===== config.mk =====
export PLATFORM = sky130hd
export DESIGN_NAME = mul_pack
export DESIGN_NICKNAME = d
export VERILOG_FILES = /design/src/rtl/mul_pack.sv
export SDC_FILE = /design/constraint.sdc
export NUM_CORES = 1
export LEC_CHECK = 0
export CORE_MARGIN = 3
export CORE_UTILIZATION = 65
export DETAILED_ROUTE_END_ITERATION = 6
export DONT_BUFFER_PORTS = 1
export PLACE_DENSITY = 0.9
export SLEW_MARGIN = 20
export SYNTH_ARGS = -nofsm -noshare
export SYNTH_HDL_FRONTEND = slang
export SYNTH_SLANG_ARGS = --single-unit

===== constraint.sdc =====
create_clock -name clk -period 5.1 [get_ports clk]
set_input_delay 0.51 -clock clk [delete_from_list [all_inputs] [get_ports clk]]
set_output_delay 0.51 -clock clk [all_outputs]
set_load 0.005 [all_outputs]

===== src/rtl/mul_pack.sv =====
// mul_pack: final stage of the FP32 multiplier pipeline.
// Normalizes the 48-bit mantissa product, rounds to nearest-even and packs
// an IEEE 754 single-precision result. Two register stages with valid/ready
// flow control so the block can stall behind the writeback arbiter.
//
// Ports:
//   clk, rst                       clock, async active-high reset
//   in_valid / in_ready            input handshake (in_ready is combinational)
//   in_sign, in_exp_sum, in_prod   sign, biased exponent sum, mantissa product
//   in_nan, in_inf, in_zero        operand class flags
//   out_valid / out_ready          output handshake
//   out_result                     packed IEEE 754 result
//   out_flags                      {invalid, overflow, underflow, inexact}
module mul_pack #(
  parameter int unsigned BIAS    = 127,
  parameter int unsigned EXP_MAX = 255
) (
  input  logic        clk,
  input  logic        rst,
  input  logic        in_valid,
  output logic        in_ready,
  input  logic        in_sign,
  input  logic [8:0]  in_exp_sum,
  input  logic [47:0] in_prod,
  input  logic        in_nan,
  input  logic        in_inf,
  input  logic        in_zero,
  output logic        out_valid,
  input  logic        out_ready,
  output logic [31:0] out_result,
  output logic [3:0]  out_flags
);

  localparam int unsigned EW = 10;
  localparam int unsigned MW = 24;
  localparam int unsigned RW = MW + 1;
  localparam logic [31:0] QNAN = 32'h7FC0_0000;
  localparam logic signed [EW-1:0] EMAX = EW'(EXP_MAX);

  logic                 s2_adv;
  logic                 s1_adv;
  logic                 s1_valid;
  logic                 s1_sign;
  logic                 s1_g;
  logic                 s1_s;
  logic                 s1_nan;
  logic                 s1_inf;
  logic                 s1_zero;
  logic signed [EW-1:0] s1_e;
  logic [MW-1:0]        s1_mant;

  // Pipeline advance: a stage moves when it is empty or its successor moves.
  assign s2_adv   = !out_valid || out_ready;
  assign s1_adv   = !s1_valid || s2_adv;
  assign in_ready = s1_adv;

  // Normalize: pick the 24-bit mantissa window by the product's leading bit.
  logic [EW-1:0]        e_base;
  logic signed [EW-1:0] n_e;
  logic [MW-1:0]        n_mant;
  logic                 n_g;
  logic                 n_s;

  always_comb begin
    e_base = EW'(in_exp_sum) - EW'(BIAS);
    n_e    = $signed(e_base);
    n_mant = in_prod[46:23];
    n_g    = in_prod[22];
    n_s    = |in_prod[21:0];
    if (in_prod[47]) begin
      n_e    = $signed(e_base + EW'(1));
      n_mant = in_prod[47:24];
      n_g    = in_prod[23];
      n_s    = |in_prod[22:0];
    end
  end

  // Stage 1 register.
  always_ff @(posedge clk or posedge rst) begin
    if (rst) begin
      s1_valid <= 1'b0;
      s1_sign  <= 1'b0;
      s1_g     <= 1'b0;
      s1_s     <= 1'b0;
      s1_nan   <= 1'b0;
      s1_inf   <= 1'b0;
      s1_zero  <= 1'b0;
      s1_e     <= '0;
      s1_mant  <= '0;
    end else if (s1_adv) begin
      s1_valid <= in_valid;
      if (in_valid) begin
        s1_sign <= in_sign;
        s1_g    <= n_g;
        s1_s    <= n_s;
        s1_nan  <= in_nan;
        s1_inf  <= in_inf;
        s1_zero <= in_zero;
        s1_e    <= n_e;
        s1_mant <= n_mant;
      end
    end
  end

  // Round to nearest-even, then select the result by class priority.
  logic                 up;
  logic [RW-1:0]        m25;
  logic [22:0]          r_frac;
  logic signed [EW-1:0] r_e;
  logic                 inexact;
  logic                 e_low;
  logic [31:0]          res_c;
  logic [3:0]           flags_c;

  always_comb begin
    up      = s1_g & (s1_s | s1_mant[0]);
    m25     = {1'b0, s1_mant} + RW'(up);
    inexact = s1_g | s1_s;
    r_frac  = m25[22:0];
    r_e     = s1_e;
    // Rounding carried out of the mantissa: renormalize by one.
    if (m25[MW]) begin
      r_frac = m25[23:1];
      r_e    = s1_e + $signed(EW'(1));
    end
    e_low   = r_e[EW-1] || (r_e == '0);
    res_c   = {s1_sign, r_e[7:0], r_frac};
    flags_c = {3'b000, inexact};
    if (s1_inf && s1_zero) begin
      res_c   = QNAN;
      flags_c = 4'b1000;
    end else if (s1_nan) begin
      res_c   = QNAN;
      flags_c = 4'b0000;
    end else if (s1_inf) begin
      res_c   = {s1_sign, 8'hFF, 23'd0};
      flags_c = 4'b0000;
    end else if (s1_zero) begin
      res_c   = {s1_sign, 31'd0};
      flags_c = 4'b0000;
    end else if (r_e >= EMAX) begin
      res_c   = {s1_sign, 8'hFF, 23'd0};
      flags_c = 4'b0101;
    end else if (e_low) begin
      res_c   = {s1_sign, 31'd0};
      flags_c = 4'b0011;
    end
  end

  // Stage 2 register: holds steady while the consumer stalls.
  always_ff @(posedge clk or posedge rst) begin
    if (rst) begin
      out_valid  <= 1'b0;
      out_result <= '0;
      out_flags  <= '0;
    end else if (s2_adv) begin
      out_valid <= s1_valid;
      if (s1_valid) begin
        out_result <= res_c;
        out_flags  <= flags_c;
      end
    end
  end

endmodule


==> flow_metrics.env, run 1 <==
export IMPL_status="finished clean"
export IMPL_yosysTopAreaCell="dfrtp_1"
export IMPL_wl_um=10700
export IMPL_crit_cells=10
export IMPL_power_density_nw_per_um2=325
export IMPL_synth_main_ff_cell="dfrtp_1"
export IMPL_die_w_um=91.3
export IMPL_hold_start="in_valid"
export IMPL_crit_slowest_cell="nand4_1"
export IMPL_dr_pass1_iters=5
export IMPL_setup_violations=0
export IMPL_grt_pass1_wl_um=17400
export IMPL_start_kind="flop"
export IMPL_multi_input_area_um2=2570
export IMPL_endpoint="out_result[6]"
export IMPL_die_area_um2=8340
export IMPL_worst_setup_path_type="reg -> reg"
export IMPL_cts_tree="yes"
export IMPL_post_cts_buffers=0
export IMPL_maxSlewHeadroom=0.366
export IMPL_fin_setup_tns_ns=0
export IMPL_ant_nets=0
export IMPL_die_y_um=91.3
export IMPL_area_growth_pct=3.36
export IMPL_routed_via_count=3709
export IMPL_gr_usage_all_layers=0.262
export IMPL_fp_row_count=30
export IMPL_hold_viol=0
export IMPL_cts_htree_levels=3
export IMPL_tightest_slew_ns=0.950
export IMPL_holdBufCountCts=0
export IMPL_gp_congestion=0.915
export IMPL_ios=103
export IMPL_r2r_start="s1_s"
export IMPL_layout_cells_non_filler=590
export IMPL_critPathLaunch="s1_s"
export IMPL_rsz0062_at_grt="false"
export IMPL_yosysSeqAreaShare=0.413
export IMPL_drt_iter0_drc=291
export IMPL_synth_nets=579
export IMPL_crit_family="simple AND/OR/NAND/NOR gates"
export IMPL_critPathMaxFanout=11
export IMPL_postSynthAreaPerCell_um2=9.31
export IMPL_cpPeakStageDelay_ns=0.61
export IMPL_syn_area_um2=4730
export IMPL_clkTransAtPathRegs_ns=0.08
export IMPL_drive_gt1_frac=0.107
export IMPL_final_cell_mix="82 x nand2_1, 78 x dfrtp_1, 47 x o21ai_0"
export IMPL_fill_cells=537
export IMPL_clockBufferDepth=2
export IMPL_min_period_ns=3.37
export IMPL_ir_drop_mv=0.171
export IMPL_n_antenna_cell=0
export IMPL_period_share=0.660
export IMPL_async_flop_share=1.00
export IMPL_end_kind="flop"
export IMPL_post_cts_resized=0
export IMPL_synth_distinct_cells=65
export IMPL_initial_core_util=0.685
export IMPL_port_buffers=0
export IMPL_grt_max_degree=79
export IMPL_synthCells=508
export IMPL_cts_root_buffer="clkbuf_8"
export IMPL_arrival_ns=3.62
export IMPL_cp_buffers_inverters=0
export IMPL_synth_warnings=0
export IMPL_required_ns=5.36
export IMPL_worstReg2RegEnd="out_result[6]"
export IMPL_worstRegToRegCells=10
export IMPL_clock_sinks=78
export IMPL_drc_errors=0
export IMPL_hold_class="in -> reg"
export IMPL_antenna_found_initial=0
export IMPL_crit_chain="o21a_1, ha_1, ha_1, nand3_2, nor4_2, nand3_1, o211a_1, a31oi_2, nand4_1, o21ai_0"
export IMPL_nets=560
export IMPL_grt_pass1_vias=3510
export IMPL_routedWlPerCell_um=18.1
export IMPL_grt_ovfl_total=0
export IMPL_power_leakage_nw=2.05
export IMPL_vias_per_cell=6.29
export IMPL_dp_hpwl_um=8160
export IMPL_seq_area_um2=1950
export IMPL_maxCapViolCount=0
export IMPL_crit_top_cell="ha_1"
export IMPL_yosys_area_top_type_share=0.413
export IMPL_power_w=0.00159
export IMPL_fmax_mhz=297
export IMPL_synth_edff_count=0
export IMPL_mostFrequentLayoutCell="nand2_1"
export IMPL_clock_latency_ns=0.35
export IMPL_ys_top_cells_by_area="dfrtp_1 41%, nand2_1 6.6%, mux2i_1 5.5%"
export IMPL_synth_seq_cells=78
export IMPL_skew_ns=0.00876
export IMPL_core_um2=6910
export IMPL_post_place_cells=574
export IMPL_design_area_um2=4890
export IMPL_cts_buffers=9
export IMPL_r2r_slack_ns=1.73
export IMPL_slew_viol_final=0
export IMPL_post_dp_cell_area_um2=4670
## kinds of logic after synthesis
group | share of synthesized area
AO/OA/AOI/OAI | 0.151
XOR/XNOR | 0.0778
adder cells (fa/ha/maj) | 0.0159
buffers and inverters | 0.0452
flip-flops | 0.413
multiplexers | 0.0693
AND/OR/NAND/NOR | 0.228
## through the flow
| stage | hold WS (ns) | util | setup slack, ns |
|---|---|---|---|
| final | 0.282 | 0.708 | 1.73 |
| after CTS | 0.273 | 0.707 | 1.76 |
| after global placement | 0.480 | 0.676 | 1.85 |
| after detailed placement | 0.497 | 0.676 | 1.70 |
| after global routing | 0.274 | 0.708 | 1.43 |
| after floorplan | 0.461 | - | 2.51 |
## how the worst min path moves through the flow
stage / end / slack, ns / depth (start not counted)
finish: s1_valid / 0.28 / 1
global route: s1_valid / 0.27 / 1
CTS: s1_valid / 0.27 / 1
detailed placement: s1_sign / 0.50 / 1
global placement: out_result[31] / 0.48 / 2
floorplan: out_result[31] / 0.46 / 2
## cell usage after synthesis, types with 5 or more instances
master,n
a21oi_1,11
and3_1,14
buf_1,5
buf_6,5
clkbuf_1,14
dfrtp_1,78
ha_1,6
inv_1,6
mux2_2,6
mux2i_1,26
nand2_1,83
nand3_1,20
nand4_1,13
nor2_1,28
nor3_1,6
nor4_1,7
o21ai_0,47
o21ai_1,11
o21ai_2,10
o22a_1,7
xnor2_1,23
xor2_1,19
## registers in the layout, summed over array words and instances (netlist names), 4 cells and up
register	cells
s1_e	10
out_flags	4
out_result	32
s1_mant	24
## metal layers
layer / GRT usage / wire length, um
met5: 0 / 0
met3: 0.0671 / 849
met4: 0.0691 / 103
met1: 0.357 / 4690
met2: 0.417 / 5060
## final cells by class
cell class | count | area share
multi-input cells | 393 | 0.526
inverters | 6 | 0.00461
flip-flops and latches | 78 | 0.399
clock inverters | 5 | 0.0171
repair buffers | 1 | 0.00154
well taps | 96 | 0.0246
clock buffers | 11 | 0.0269
## where the power goes
group / total [W] / internal [W] / switching, W
clock: 0.000497 / 0.000277 / 0.000220
combinational: 0.000271 / 0.000120 / 0.000152
sequential: 0.000820 / 0.000696 / 0.000124
total: 0.00159 / 0.00109 / 0.000496
Power figures use the tool's default switching activity.
==> run 2: changes to the inputs <==
CORE_UTILIZATION = 58   (was 65)
PLACE_DENSITY = 0.85   (was 0.9)
clock period = 3 ns   (was 5.1 ns; I/O delays follow)
==> run 2 against run 1 <==
  * The flow now finishes with violations (hold timing)
  * Die area is 11% higher
  * Total power is 72% higher
  * Sequential share of layout area is 0.87 points lower
  * Utilization is 6.8 points lower
  * Final cell count is 2.7% higher
  * Setup slack worse by 1.5 ns
  * Largest cell class unchanged
==> flow_metrics.env, run 2 (synthesis results as in run 1) <==
export IMPL_r2r_start="s1_s"
export IMPL_ir_drop_mv=0.241
export IMPL_setup_violations=0
export IMPL_r2r_slack_ns=0.19
export IMPL_cts_root_buffer="clkbuf_8"
export IMPL_worstRegToRegCells=12
export IMPL_gp_congestion=0.882
export IMPL_required_ns=3.24
export IMPL_fin_util=0.640
export IMPL_min_period_ns=2.81
export IMPL_gr_usage_all_layers=0.241
export IMPL_crit_family="simple AND/OR/NAND/NOR gates"
export IMPL_hold_viol=28
export IMPL_worst_slack_ns=0.187
export IMPL_drive_gt1_frac=0.133
export IMPL_crit_top_cell="ha_1"
export IMPL_clock_sinks=78
export IMPL_grt_pass1_wl_um=17200
export IMPL_multi_input_area_um2=2580
export IMPL_violations="hold timing"
export IMPL_slew_viol_final=0
export IMPL_crit_slowest_cell="dfrtp_1"
export IMPL_antenna_found_initial=0
export IMPL_grt_ovfl_total=0
export IMPL_worst_setup_path_type="reg -> reg"
export IMPL_status="complete, but fails checks"
export IMPL_clkTransAtPathRegs_ns=0.09
export IMPL_routed_via_count=3718
export IMPL_tightest_slew_ns=0.919
export IMPL_wl_um=10800
export IMPL_power_density_nw_per_um2=546
export IMPL_area_growth_pct=5.66
export IMPL_largest_register_ffs=32
export IMPL_nets=570
export IMPL_reg_top3="out_result: 32 flops, s1_mant: 24 flops, s1_e: 10 flops"
export IMPL_dp_slack_ns=0.0850
export IMPL_seq_area_um2=1950
export IMPL_arrival_ns=3.06
export IMPL_critPathLaunch="s1_s"
export IMPL_worstReg2RegEnd="out_result[6]"
export IMPL_end_kind="flop"
export IMPL_drc_errors=0
export IMPL_dp_hpwl_um=8370
export IMPL_crit_chain="o21a_1, ha_1, ha_1, nand3_2, nor4_4, nand2_1, buf_4, nor3b_1, o2111ai_2, nand4_1, buf_12, o21ai_0"
export IMPL_maxSlewHeadroom=0.385
export IMPL_cpPeakStageDelay_ns=0.39
export IMPL_ios=103
export IMPL_ant_nets=0
export IMPL_die_y_um=96.3
export IMPL_clockBufferDepth=2
export IMPL_n_antenna_cell=0
export IMPL_drt_iter0_drc=321
export IMPL_cts_htree_levels=3
export IMPL_power_leakage_nw=2.11
export IMPL_endpoint="out_result[6]"
export IMPL_port_buffers=0
export IMPL_hold_class="in -> async"
export IMPL_final_cell_mix="82 x nand2_1, 78 x dfrtp_1, 47 x o21ai_0"
export IMPL_holdBufCountCts=0
export IMPL_largest_register="out_result"
export IMPL_die_area_um2=9280
export IMPL_cp_buffers_inverters=2
export IMPL_dr_pass1_iters=5
export IMPL_initial_core_util=0.606
export IMPL_mostFrequentLayoutCell="nand2_1"
export IMPL_start_kind="flop"
export IMPL_vias_per_cell=6.14
export IMPL_core_um2=7810
export IMPL_grt_pass1_vias=3663
export IMPL_fill_cells=659
export IMPL_cts_tree="yes"
export IMPL_period_share=0.938
export IMPL_skew_ns=0.0133
export IMPL_critPathMaxFanout=11
export IMPL_cts_buffers=9
export IMPL_grt_max_degree=60
export IMPL_crit_cells=12
export IMPL_whs_ns=-0.00950
export IMPL_clock_latency_ns=0.35
export IMPL_maxCapViolCount=0
export IMPL_die_w_um=96.3
export IMPL_fmax_mhz=355
export IMPL_post_cts_resized=0
export IMPL_fp_row_count=32
export IMPL_routedWlPerCell_um=17.8
export IMPL_post_cts_buffers=0
## run 2: changes by cell type in the layout (fill, tap and decap cells not counted), moves of 2 or more
cell,change
inv_6,+2
clkinv_2,+3
clkbuf_1,-2
buf_4,+9
clkinvlp_4,-2
## run 2: final cells by class
cell class                      count  share of cell area
Timing Repair Buffer               11              0.0190
Clock buffer                        9              0.0248
Clock inverter                      7              0.0193
Multi-Input combinational cell    393               0.516
Tap cell                          102              0.0255
Inverter                            6             0.00476
Sequential cell                    78               0.390
## run 2: per-layer routing
metal  routed length (um)  share of wire  vias up  track usage
li1                     -              -     1789            -
met1                 4760           0.44     1747        0.322
met2                 5020           0.46      162        0.385
met3                  848          0.079       20       0.0618
met4                  175          0.016        0       0.0748
met5                    0              0        -            0
## run 2: metrics by stage
step           hold slack [ns]   TNS, ns  std cells  total power, W  area [um2]
3_5_place_dp             0.439         0        590         0.00187        4760
2_1_floorplan            0.408         0        508         0.00176        4730
5_1_grt                 0.0452  -0.00503        606         0.00288        5000
3_3_place_gp             0.419         0        590         0.00185        4760
4_1_cts                 0.0661         0        606         0.00274        4980
6_report              -0.00950         0        606         0.00273        5000
## run 2: power breakdown
group,total [W],leakage [nW],switching [W],internal (W)
clock network,0.000867,0.114,0.000394,0.000473
logic,0.000471,1.03,0.000258,0.000213
registers,0.00139,0.971,0.000208,0.00118
total,0.00273,2.11,0.000861,0.00187
## run 2: how the worst min path moves through the flow
stage,to,startpoint,cells past startpoint
3_3_place_gp,s1_valid,in_valid,1
5_1_grt,s1_mant[10],rst,1
3_5_place_dp,s1_valid,in_valid,1
6_report,out_result[14],rst,1
2_1_floorplan,s1_valid,in_valid,1
4_1_cts,s1_valid,in_valid,1
## run 2: worst reg2reg max path, cell delays in order (launching register included)
cell and delay [ns]:
dfrtp_1 0.39, o21a_1 0.13, ha_1 0.17, ha_1 0.22, nand3_2 0.16, nor4_4 0.34
nand2_1 0.16, buf_4 0.19, nor3b_1 0.31, o2111ai_2 0.20, nand4_1 0.19, buf_12 0.16
o21ai_0 0.09
